`config.mk`:
```
export PLATFORM = sky130hd
export DESIGN_NAME = alu_scheduler
export DESIGN_NICKNAME = d
export VERILOG_FILES = /design/src/rtl/alu_scheduler.sv
export SDC_FILE = /design/constraint.sdc
export NUM_CORES = 1
export LEC_CHECK = 0
export CAP_MARGIN = 20
export CORE_UTILIZATION = 41
export DETAILED_ROUTE_END_ITERATION = 8
export PLACE_DENSITY = 0.79
export SYNTH_ARGS = -nofsm -noshare
export SYNTH_HDL_FRONTEND = slang
export SYNTH_SLANG_ARGS = --single-unit
export TNS_END_PERCENT = 10
```
`constraint.sdc`:
```
create_clock -name clk_2 -period 1.8 [get_ports clk_2]
set_input_delay 0.18 -clock clk_2 [delete_from_list [all_inputs] [get_ports clk_2]]
set_output_delay 0.18 -clock clk_2 [all_outputs]
set_load 0.05 [all_outputs]
```
`src/rtl/alu_scheduler.sv`:
```
// Round-robin front end for one shared 3-bit signed ALU used by two requesters.
// Operands are held in registers while the ALU works; the result goes back over valid/ready, tagged with the requester ID.
module alu_scheduler #(
    parameter int NBITS_DATA = 3,
    parameter int NBITS_OP   = 2,
    parameter int NBITS_OVF  = 4
) (
    input  logic                  clk_2,
    input  logic                  reset_n,
    input  logic                  req0_valid,
    output logic                  req0_ready,
    input  logic [NBITS_DATA-1:0] req0_a,
    input  logic [NBITS_DATA-1:0] req0_b,
    input  logic [NBITS_OP-1:0]   req0_f,
    input  logic                  req1_valid,
    output logic                  req1_ready,
    input  logic [NBITS_DATA-1:0] req1_a,
    input  logic [NBITS_DATA-1:0] req1_b,
    input  logic [NBITS_OP-1:0]   req1_f,
    output logic [NBITS_DATA-1:0] alu_a,
    output logic [NBITS_DATA-1:0] alu_b,
    output logic [NBITS_OP-1:0]   alu_f,
    input  logic [NBITS_DATA-1:0] alu_y,
    input  logic                  alu_flow,
    output logic                  rsp_valid,
    input  logic                  rsp_ready,
    output logic                  rsp_id,
    output logic [NBITS_DATA-1:0] rsp_y,
    output logic                  rsp_flow,
    output logic                  busy,
    output logic [NBITS_OVF-1:0]  ovf_count
);

    typedef enum logic [1:0] {IDLE, EXEC, RESP} state_t;

    localparam logic [NBITS_OVF-1:0] OVF_MAX = '1;

    state_t                state_q;
    logic                  last_grant_q;
    logic [NBITS_DATA-1:0] op_a_q, op_b_q;
    logic [NBITS_OP-1:0]   op_f_q;
    logic                  op_id_q;
    logic [NBITS_DATA-1:0] rsp_y_q;
    logic                  rsp_flow_q, rsp_id_q, rsp_valid_q;
    logic [NBITS_OVF-1:0]  ovf_q;

    logic sel, accept;

    // On contention the requester that did not win last time goes next.
    always_comb begin
        sel = req1_valid;
        if (req0_valid && req1_valid) sel = ~last_grant_q;
    end

    assign req0_ready = (state_q == IDLE) && req0_valid && !sel;
    assign req1_ready = (state_q == IDLE) && req1_valid && sel;
    assign accept     = req0_ready || req1_ready;

    always_ff @(posedge clk_2 or negedge reset_n) begin
        if (!reset_n) begin
            state_q      <= IDLE;
            last_grant_q <= 1'b1;
            op_a_q       <= '0;
            op_b_q       <= '0;
            op_f_q       <= '0;
            op_id_q      <= 1'b0;
            rsp_y_q      <= '0;
            rsp_flow_q   <= 1'b0;
            rsp_id_q     <= 1'b0;
            rsp_valid_q  <= 1'b0;
            ovf_q        <= '0;
        end else begin
            case (state_q)
                IDLE: begin
                    if (accept) begin
                        op_a_q       <= sel ? req1_a : req0_a;
                        op_b_q       <= sel ? req1_b : req0_b;
                        op_f_q       <= sel ? req1_f : req0_f;
                        op_id_q      <= sel;
                        last_grant_q <= sel;
                        state_q      <= EXEC;
                    end
                end
                EXEC: begin
                    rsp_y_q     <= alu_y;
                    rsp_flow_q  <= alu_flow;
                    rsp_id_q    <= op_id_q;
                    rsp_valid_q <= 1'b1;
                    state_q     <= RESP;
                end
                RESP: begin
                    if (rsp_ready) begin
                        rsp_valid_q <= 1'b0;
                        state_q     <= IDLE;
                        if (rsp_flow_q && (ovf_q != OVF_MAX)) ovf_q <= ovf_q + 1'b1;
                    end
                end
                default: state_q <= IDLE;
            endcase
        end
    end

    assign alu_a     = op_a_q;
    assign alu_b     = op_b_q;
    assign alu_f     = op_f_q;
    assign rsp_valid = rsp_valid_q;
    assign rsp_id    = rsp_id_q;
    assign rsp_y     = rsp_y_q;
    assign rsp_flow  = rsp_flow_q;
    assign busy      = (state_q != IDLE);
    assign ovf_count = ovf_q;

endmodule

```
==> results of run 1 <==
-- synthesized netlist by cell type, drive strengths merged --
cell type  instances  area [sq um]
mux2              23         289.0
dfrtp             21         525.5
a21oi              3         15.01
inv                3         11.26
a31oi              2         12.51
nand2              2         7.510
nor2               2         7.510
nor2b              2         12.51
o21ai              2         13.76
a21bo              1         10.01
a21o               1         7.510
and3               1         7.510
and4b              1         10.01
buf                1         11.26
clkbuf             1         3.750
dfstp              1         26.28
ha                 1         12.51
nand2b             1         6.260
nand3              1         5.000
nand4              1         6.260
nor3               1         5.000
nor3b              1         7.510
or2                1         6.260
xnor2              1         8.760
-- kinds of logic after synthesis --
group | Yosys count
AO/OA/AOI/OAI | 9
XOR/XNOR | 1
adder cells (fa/ha/maj) | 1
buffers and inverters | 5
flip-flops | 22
multiplexers | 23
AND/OR/NAND/NOR | 14
-- power groups by stage --
stage	Sequential, W	Clock, W	Combinational, W
2_1_floorplan	0.00161	0	0.000611
3_3_place_gp	0.000931	0	0.00192
3_5_place_dp	0.000938	0	0.00195
4_1_cts	0.000936	0.000282	0.00196
5_1_grt	0.000983	0.000297	0.00204
6_report	0.000941	0.000268	0.00195
-- path summary, 6_finish.rpt --
path                           endpoint  slack [ns]  depth (start not counted)
setup reg to reg               alu_a[1]        0.29                          3
hold reg to reg                 op_id_q        0.49                          1
hold / removal                 alu_a[2]        0.12                          1
max in group asynchronous  ovf_count[0]        1.16                          2
setup / recovery           ovf_count[3]        0.07                          1
min in group clk_2             rsp_y[1]        0.49                          2
-- flip-flops by register name (all words and copies together) (netlist names) --
signal        count
rsp_y             3
alu_f             2
op_id_q           1
rsp_valid         1
state_q           2
alu_b             3
last_grant_q      1
rsp_id            1
rsp_flow          1
ovf_count         4
alu_a             3
-- repair_timing --
item | 4_1_cts | 5_1_grt
resized for setup | 2 | 3
endpoints found under the setup margin | 2 | 3
pin swaps | 0 | 0
-- final cells by class --
cell class / count / area share
Sequential cell: 22 / 0.3421
Timing Repair Buffer: 50 / 0.3150
Multi-Input combinational cell: 48 / 0.2917
Clock buffer: 4 / 0.02250
Tap cell: 28 / 0.02172
Inverter: 3 / 0.006982
-- metrics by stage --
stage	utilization	cell area (sq um)	power (W)	hold slack (ns)	setup WS (ns)
floorplan	-	1033	0.002218	-0.1156	0.2171
global placement	0.6786	1559	0.002849	0.4640	-0.001935
detailed placement	0.6786	1559	0.002889	0.4606	-0.06868
CTS	0.6972	1602	0.003178	0.1126	0.009046
global route	0.7021	1613	0.003325	0.1198	0.01359
finish	0.7021	1613	0.003160	0.1203	0.06504
-- routing by layer --
layer  part of all wire  up-vias  routed length, um  GRT usage
met3              0.089        3                183    0.04678
met5                  0        -                  0          0
met4              0.014        0                 29    0.08108
met1               0.43      354                890     0.1985
li1                   -      368                  -          -
met2               0.46       41                955     0.2778
==> out/results.ini, run 1 <==
[layout]
layout_common_cells = clkdlybuf4s50_1, dfrtp_1, mux2_2
multi_input_area_sq_um = 470.5
final-instance-count-excl-fill = 155
diodes = 0
syn_to_final_growth_pct = 56.81
nNetsFinal = 154
register_area_sq_um = 551.8
nFillCells = 184
drive_above_1_share = 0.3307
final_common_cell = clkdlybuf4s50_1

[pwr]
power_frac_comb = 0.617
p_leak_nw = 0.7192
seq_power_share = 0.298
intPower_w = 0.001673
p_sw_frac = 0.4707
p_per_area_nw_per_um2 = 1960
power.share.clock = 0.085
power_switching_w = 0.001488
ir_drop_v = 0.001267

[yosys]
syn_inst = 75
yosys_warnings = 0
ys_seq_area_frac = 0.5365
yosys.area_share.simple = 0.07908
muxShareOfSynthArea = 0.2810
syn-num-nets = 101
ys_types = 26
synth_top_family_by_area = multiplexers
synth_xor_area_frac = 0.008516
synth_adder_area_share = 0.01217
synth_compound_area_frac = 0.05718
synth-seq-cells = 22
syn_avg_cell_area_sq_um = 13.71
netlist_area_sq_um = 1028

[timing]
fin_crit_ns = 1.735
fmax_mhz = 576.4
setup_viol = 0
maxSlewHeadroom = 0.6559
tightestPinTransition_ns = 0.5145
hold_violations = 0
slew_violations = 0
setup-tns-final_ns = 0
period_share = 0.9639
rsz0062_at_grt = false
skew_ns = 0.002446

[clock_network]
clockBufferDepth = 2
clockRootBuffer = clkbuf_4
cts_buffers = 3
clkSlewWorstSetupHoldPaths_ns = 0.12
clock_latency_ns = 0.30
cts.sinks = 22
postCtsSetupRepairBufs = 0
postCtsHoldBufs = 0
htree_levels = 1
cts_tree = yes

[routing]
routed_via_density = 4.942
drtPass1Iterations = 4
wl_per_cell_um = 13.28
drcViolationCount = 0
vias = 766
totalWireLength_mm = 2.059
drt_iter0_drc = 2
ant_nets = 0

[worst_setup_path]
worstSetupEndpointType = output pin
crit_path_max_fanout = 5
crit_required_ns = 1.62
reg2reg_from = last_grant_q
critPathArrivalTime_ns = 1.55
cp_top_family = buffers and inverters
max_stage_delay_ns = 0.83
path_class = reg -> out
startpoint_type = flop
slowest_stage = clkdlybuf4s50_1
worstPathBufferInverterCount = 1
crit_chain = clkdlybuf4s50_1
crit_start = ovf_count[3]

[grt]
grt_pass1_wl_mm = 3.284
antenna_found_initial = 0
grt_overflow = 0
grt_pass1_vias = 819
grt.total_usage = 0.1679
grt_max_degree = 17

[placed_design]
placed_cells = 151
gp_congestion = 0.6770
io_buffers = 45
hpwl_mm = 1.565

[die]
die-area_sq_um = 2713
io_pins = 46
initial_core_util = 0.4477
die_w_um = 52.09
core_area_sq_um = 2297
rows = 17
dieHeight_um = 52.09

[run]
cap_violations = 0

[run_status]
status = complete, no violations

[worst_hold_path]
hold_class = in -> async

(Power assumes the default switching activity.)
==> run 2: changes to the inputs <==
Settings changed: CORE_MARGIN set to 8.
==> run 2 against run 1 <==
Effect of this change:
- clock power is 2% lower
- critical endpoint unchanged
- sequential power shrank 1%
- worst setup slack better by 0.0090 ns
- highest routed layer unchanged
- register-to-register slack is essentially flat
- first-iteration DRC count rose to 7.0 times the previous value
- hold slack gained 0.096 ns
- clock skew up 0.0016 ns
- wire length is 11% higher
- global-route usage fell by 5.9 points
- via count shrank 0.65%
==> out/results.ini, run 2 (same netlist as run 1, synthesis figures left out) <==
[worst_setup_path]
crit_required_ns = 1.62
reg2reg_from = last_grant_q
crit_chain = clkdlybuf4s50_1
max_stage_delay_ns = 0.83
worstSetupEndpointType = output pin
slowest_stage = clkdlybuf4s50_1
regToRegEndpoint = alu_a[0]
r2r_setup_slack_ns = 0.30
cp_top_family = buffers and inverters
reg2reg_depth = 3
crit_path_max_fanout = 5
critPathArrivalTime_ns = 1.55
path_class = reg -> out
worstPathBufferInverterCount = 1
startpoint_type = flop

[timing]
fmax_mhz = 579.4
maxSlewHeadroom = 0.6515
period_share = 0.9589
rsz0062_at_grt = false
setup_viol = 0
skew_ns = 0.004036
fin_crit_ns = 1.726
hold_violations = 0
setup-tns-final_ns = 0
tightestPinTransition_ns = 0.5212
slew_violations = 0

[die]
rows = 18
dieHeight_um = 66.09
die-area_sq_um = 4367
die_w_um = 66.09
initial_core_util = 0.4228
io_pins = 46
core_area_sq_um = 2432

[layout]
largest_reg_flops = 4
syn_to_final_growth_pct = 55.96
nNetsFinal = 153
register_area_sq_um = 551.8
drive_above_1_share = 0.3254
final_common_cell = clkdlybuf4s50_1
finish.utilization = 0.6595
nFillCells = 205
multi_input_area_sq_um = 464.2
final-instance-count-excl-fill = 156
layout_common_cells = clkdlybuf4s50_1, dfrtp_1, mux2_2
diodes = 0

[pwr]
p_per_area_nw_per_um2 = 1956
ir_drop_v = 0.001082
p_leak_nw = 0.7290

[grt]
grt_pass1_vias = 829
grt_max_degree = 23
met2_usage = 0.1894
grt_use_met1 = 0.1129
grt_overflow = 0
grt.total_usage = 0.1085
antenna_found_initial = 0
met3_usage = 0.03051
grt_pass1_wl_mm = 3.760
grt.busiest_layer = met2

[clock_network]
cts_tree = yes
postCtsSetupRepairBufs = 0
cts.sinks = 22
postCtsHoldBufs = 0
clock_latency_ns = 0.30
cts_buffers = 3
clkSlewWorstSetupHoldPaths_ns = 0.12
clockBufferDepth = 2
htree_levels = 1
clockRootBuffer = clkbuf_4

[placed_design]
placed_cells = 152
io_buffers = 45
gp_congestion = 0.6937
hpwl_mm = 1.839

[run_status]
status = complete, no violations

[worst_hold_path]
hold_class = in -> async

[routing]
wl_per_cell_um = 14.66
ant_nets = 0
drtPass1Iterations = 4
drcViolationCount = 0
vias = 761
routed_via_density = 4.878
drt_iter0_drc = 14
totalWireLength_mm = 2.287

[run]
cap_violations = 0

run 2: cell types whose count changed in the layout (fill, tap and decap cells not counted), sizes merged:
cell	change
buf	-1
clkdlybuf4s50	-1
dlymetal6s2s	+1
run 2: area by class of cell:
class | instances | share of cell area
sequential | 22 | 0.3440
multi-input combinational | 48 | 0.2894
inverter | 3 | 0.007020
tap | 30 | 0.02340
timing repair buffer | 49 | 0.3136
clock buffer | 4 | 0.02262
run 2: where the power goes:
part,internal (W),leakage [nW],total (W),switching [W]
clock network,0.000123,0.0210,0.000262,0.000139
logic,0.000794,0.447,0.00195,0.00115
registers,0.000747,0.261,0.000927,0.000180
total,0.00166,0.729,0.00314,0.00147
run 2: repair_timing:
action                                  in CTS  in global routing
gates resized for setup                      2                  3
hold endpoints to repair                     0                  0
endpoints found under the setup margin       1                  3
run 2: metal layers:
metal | vias to the layer above | wire (um)
li1 | 369 | -
met1 | 367 | 888
met2 | 23 | 1208
met3 | 2 | 163
met4 | 0 | 27
met5 | - | 0
run 2: through the flow:
stage / hold slack (ns) / total power (W) / area, sq um / worst slack, ns
6_report: 0.2159 / 0.003137 / 1604 / 0.07405
5_1_grt: 0.2372 / 0.003315 / 1604 / 0.001113
2_1_floorplan: -0.1156 / 0.002218 / 1033 / 0.2171
3_5_place_dp: 0.4634 / 0.002900 / 1554 / -0.06505
3_3_place_gp: 0.4650 / 0.002855 / 1554 / -0.06203
4_1_cts: 0.2179 / 0.003173 / 1597 / 0.03969
run 2: worst max path at each step:
stage | depth (start not counted) | start | endpoint | slack, ns
floorplan | 4 | ovf_count[0] | ovf_count[1] | 0.22
global placement | 4 | req1_valid | alu_a[0] | -0.06
detailed placement | 4 | req0_valid | alu_a[0] | -0.07
CTS | 1 | ovf_count[2] | ovf_count[2] | 0.04
global route | 1 | ovf_count[3] | ovf_count[3] | 0.001
finish | 1 | ovf_count[3] | ovf_count[3] | 0.07
==> run 3: changes to the inputs <==
Settings changed: GPL_ROUTABILITY_DRIVEN set to 0, RECOVER_POWER set to 100.
==> run 3 against run 2 <==
Effect of this change:
- wire length grew 0.22%
- maximum frequency is essentially flat
- cell count is the same
- largest power group unchanged
- critical path depth is the same
- first-iteration DRC count grew 21%
- via count grew 0.39%
- power shrank 3.0%
- clock power is essentially flat
==> out/results.ini, run 3 (same netlist as run 1, synthesis figures left out) <==
[worst_setup_path]
max_stage_delay_ns = 0.83
crit_path_max_fanout = 5
worstSetupEndpointType = output pin
critPathArrivalTime_ns = 1.55
reg2reg_depth = 4
cp_top_family = buffers and inverters
crit_start = ovf_count[3]
reg2reg_from = state_q[0]
crit_required_ns = 1.62
slowest_stage = clkdlybuf4s50_1
r2r_setup_slack_ns = 0.24
regToRegEndpoint = alu_a[0]
crit_chain = clkdlybuf4s50_1
startpoint_type = flop
worstPathBufferInverterCount = 1
path_class = reg -> out

[routing]
drt_iter0_drc = 17
ant_nets = 0
vias = 764
totalWireLength_mm = 2.292
wl_per_cell_um = 14.69
drcViolationCount = 0
drtPass1Iterations = 4
routed_via_density = 4.897

[die]
rows = 18
die_w_um = 66.09
dieHeight_um = 66.09
core_area_sq_um = 2432
io_pins = 46
initial_core_util = 0.4228
die-area_sq_um = 4367

[grt]
grt_pass1_wl_mm = 3.760
met2_usage = 0.1894
grt.total_usage = 0.1085
grt_overflow = 0
antenna_found_initial = 0
met3_usage = 0.03051
grt_pass1_vias = 829
grt_use_met1 = 0.1129
grt_max_degree = 23
grt.busiest_layer = met2

[layout]
diodes = 0
nFillCells = 216
drive_above_1_share = 0.2937
register_area_sq_um = 551.8
post-route-cell-area_sq_um = 1558
layout_common_cells = clkdlybuf4s50_1, dfrtp_1, mux2_2
syn_to_final_growth_pct = 51.46
largest_reg_flops = 4
final_common_cell = clkdlybuf4s50_1
nNetsFinal = 153
finish.utilization = 0.6404
multi_input_area_sq_um = 460.4

[clock_network]
postCtsHoldBufs = 0
htree_levels = 1
cts_buffers = 3
clock_latency_ns = 0.30
clockBufferDepth = 2
clockRootBuffer = clkbuf_4
cts.sinks = 22
cts_tree = yes
clkSlewWorstSetupHoldPaths_ns = 0.12

[worst_hold_path]
worstHoldEndpoint = op_id_q
hold_class = reg -> reg
hold_start = op_id_q
hold_depth = 1

[timing]
period_share = 0.9590
rsz0062_at_grt = false
tightestPinTransition_ns = 1.135
skew_ns = 0.003342
setup_viol = 0
hold_violations = 0
fin_crit_ns = 1.726
slew_violations = 0
maxSlewHeadroom = 0.2432
timing.hold.ws_ns = 0.4855
fmax_mhz = 579.3
setup-tns-final_ns = 0

[pwr]
finalPower_w = 0.003043
p_per_area_nw_per_um2 = 1953
ir_drop_v = 0.001008
p_leak_nw = 0.6874

[run_status]
status = complete, no violations

[placed_design]
io_buffers = 45
hpwl_mm = 1.839
placed_cell_area_sq_um = 1554

[run]
cap_violations = 0

run 3: through the flow:
stage / worst slack (ns) / std cells
after global placement: -0.06203 / 152
after global routing: 0.001172 / 156
after detailed placement: -0.06505 / 152
after floorplan: 0.2171 / 75
after CTS: 0.03969 / 156
final: 0.07385 / 156
run 3: repair_timing:
action	in CTS	in global routing
hold endpoints to repair	0	0
setup endpoints to repair	1	3
buffers inserted	0	0
gates resized for setup	2	3
run 3: worst max-delay path by stage:
stage                        end  cells past startpoint
floorplan           ovf_count[1]                      4
global placement        alu_a[0]                      4
detailed placement      alu_a[0]                      4
CTS                 ovf_count[2]                      1
global route        ovf_count[3]                      1
finish              ovf_count[3]                      1
run 3: report_power, final:
group	total, W	switching, W	internal (W)
registers	0.000921	0.000178	0.000743
clock network	0.000262	0.000139	0.000123
logic	0.00186	0.00115	0.000711
total	0.00304	0.00147	0.00158
run 3: final cells by class:
class	instances	share of cell area
inverters	3	0.007229
repair buffers	49	0.2956
flip-flops and latches	22	0.3542
well taps	30	0.02410
multi-input cells	48	0.2956
clock buffers	4	0.02329
run 3: layer usage:
layer | up-vias | wire [um]
met5 | - | 0
li1 | 367 | -
met4 | 0 | 27
met2 | 26 | 1207
met1 | 369 | 908
met3 | 2 | 149
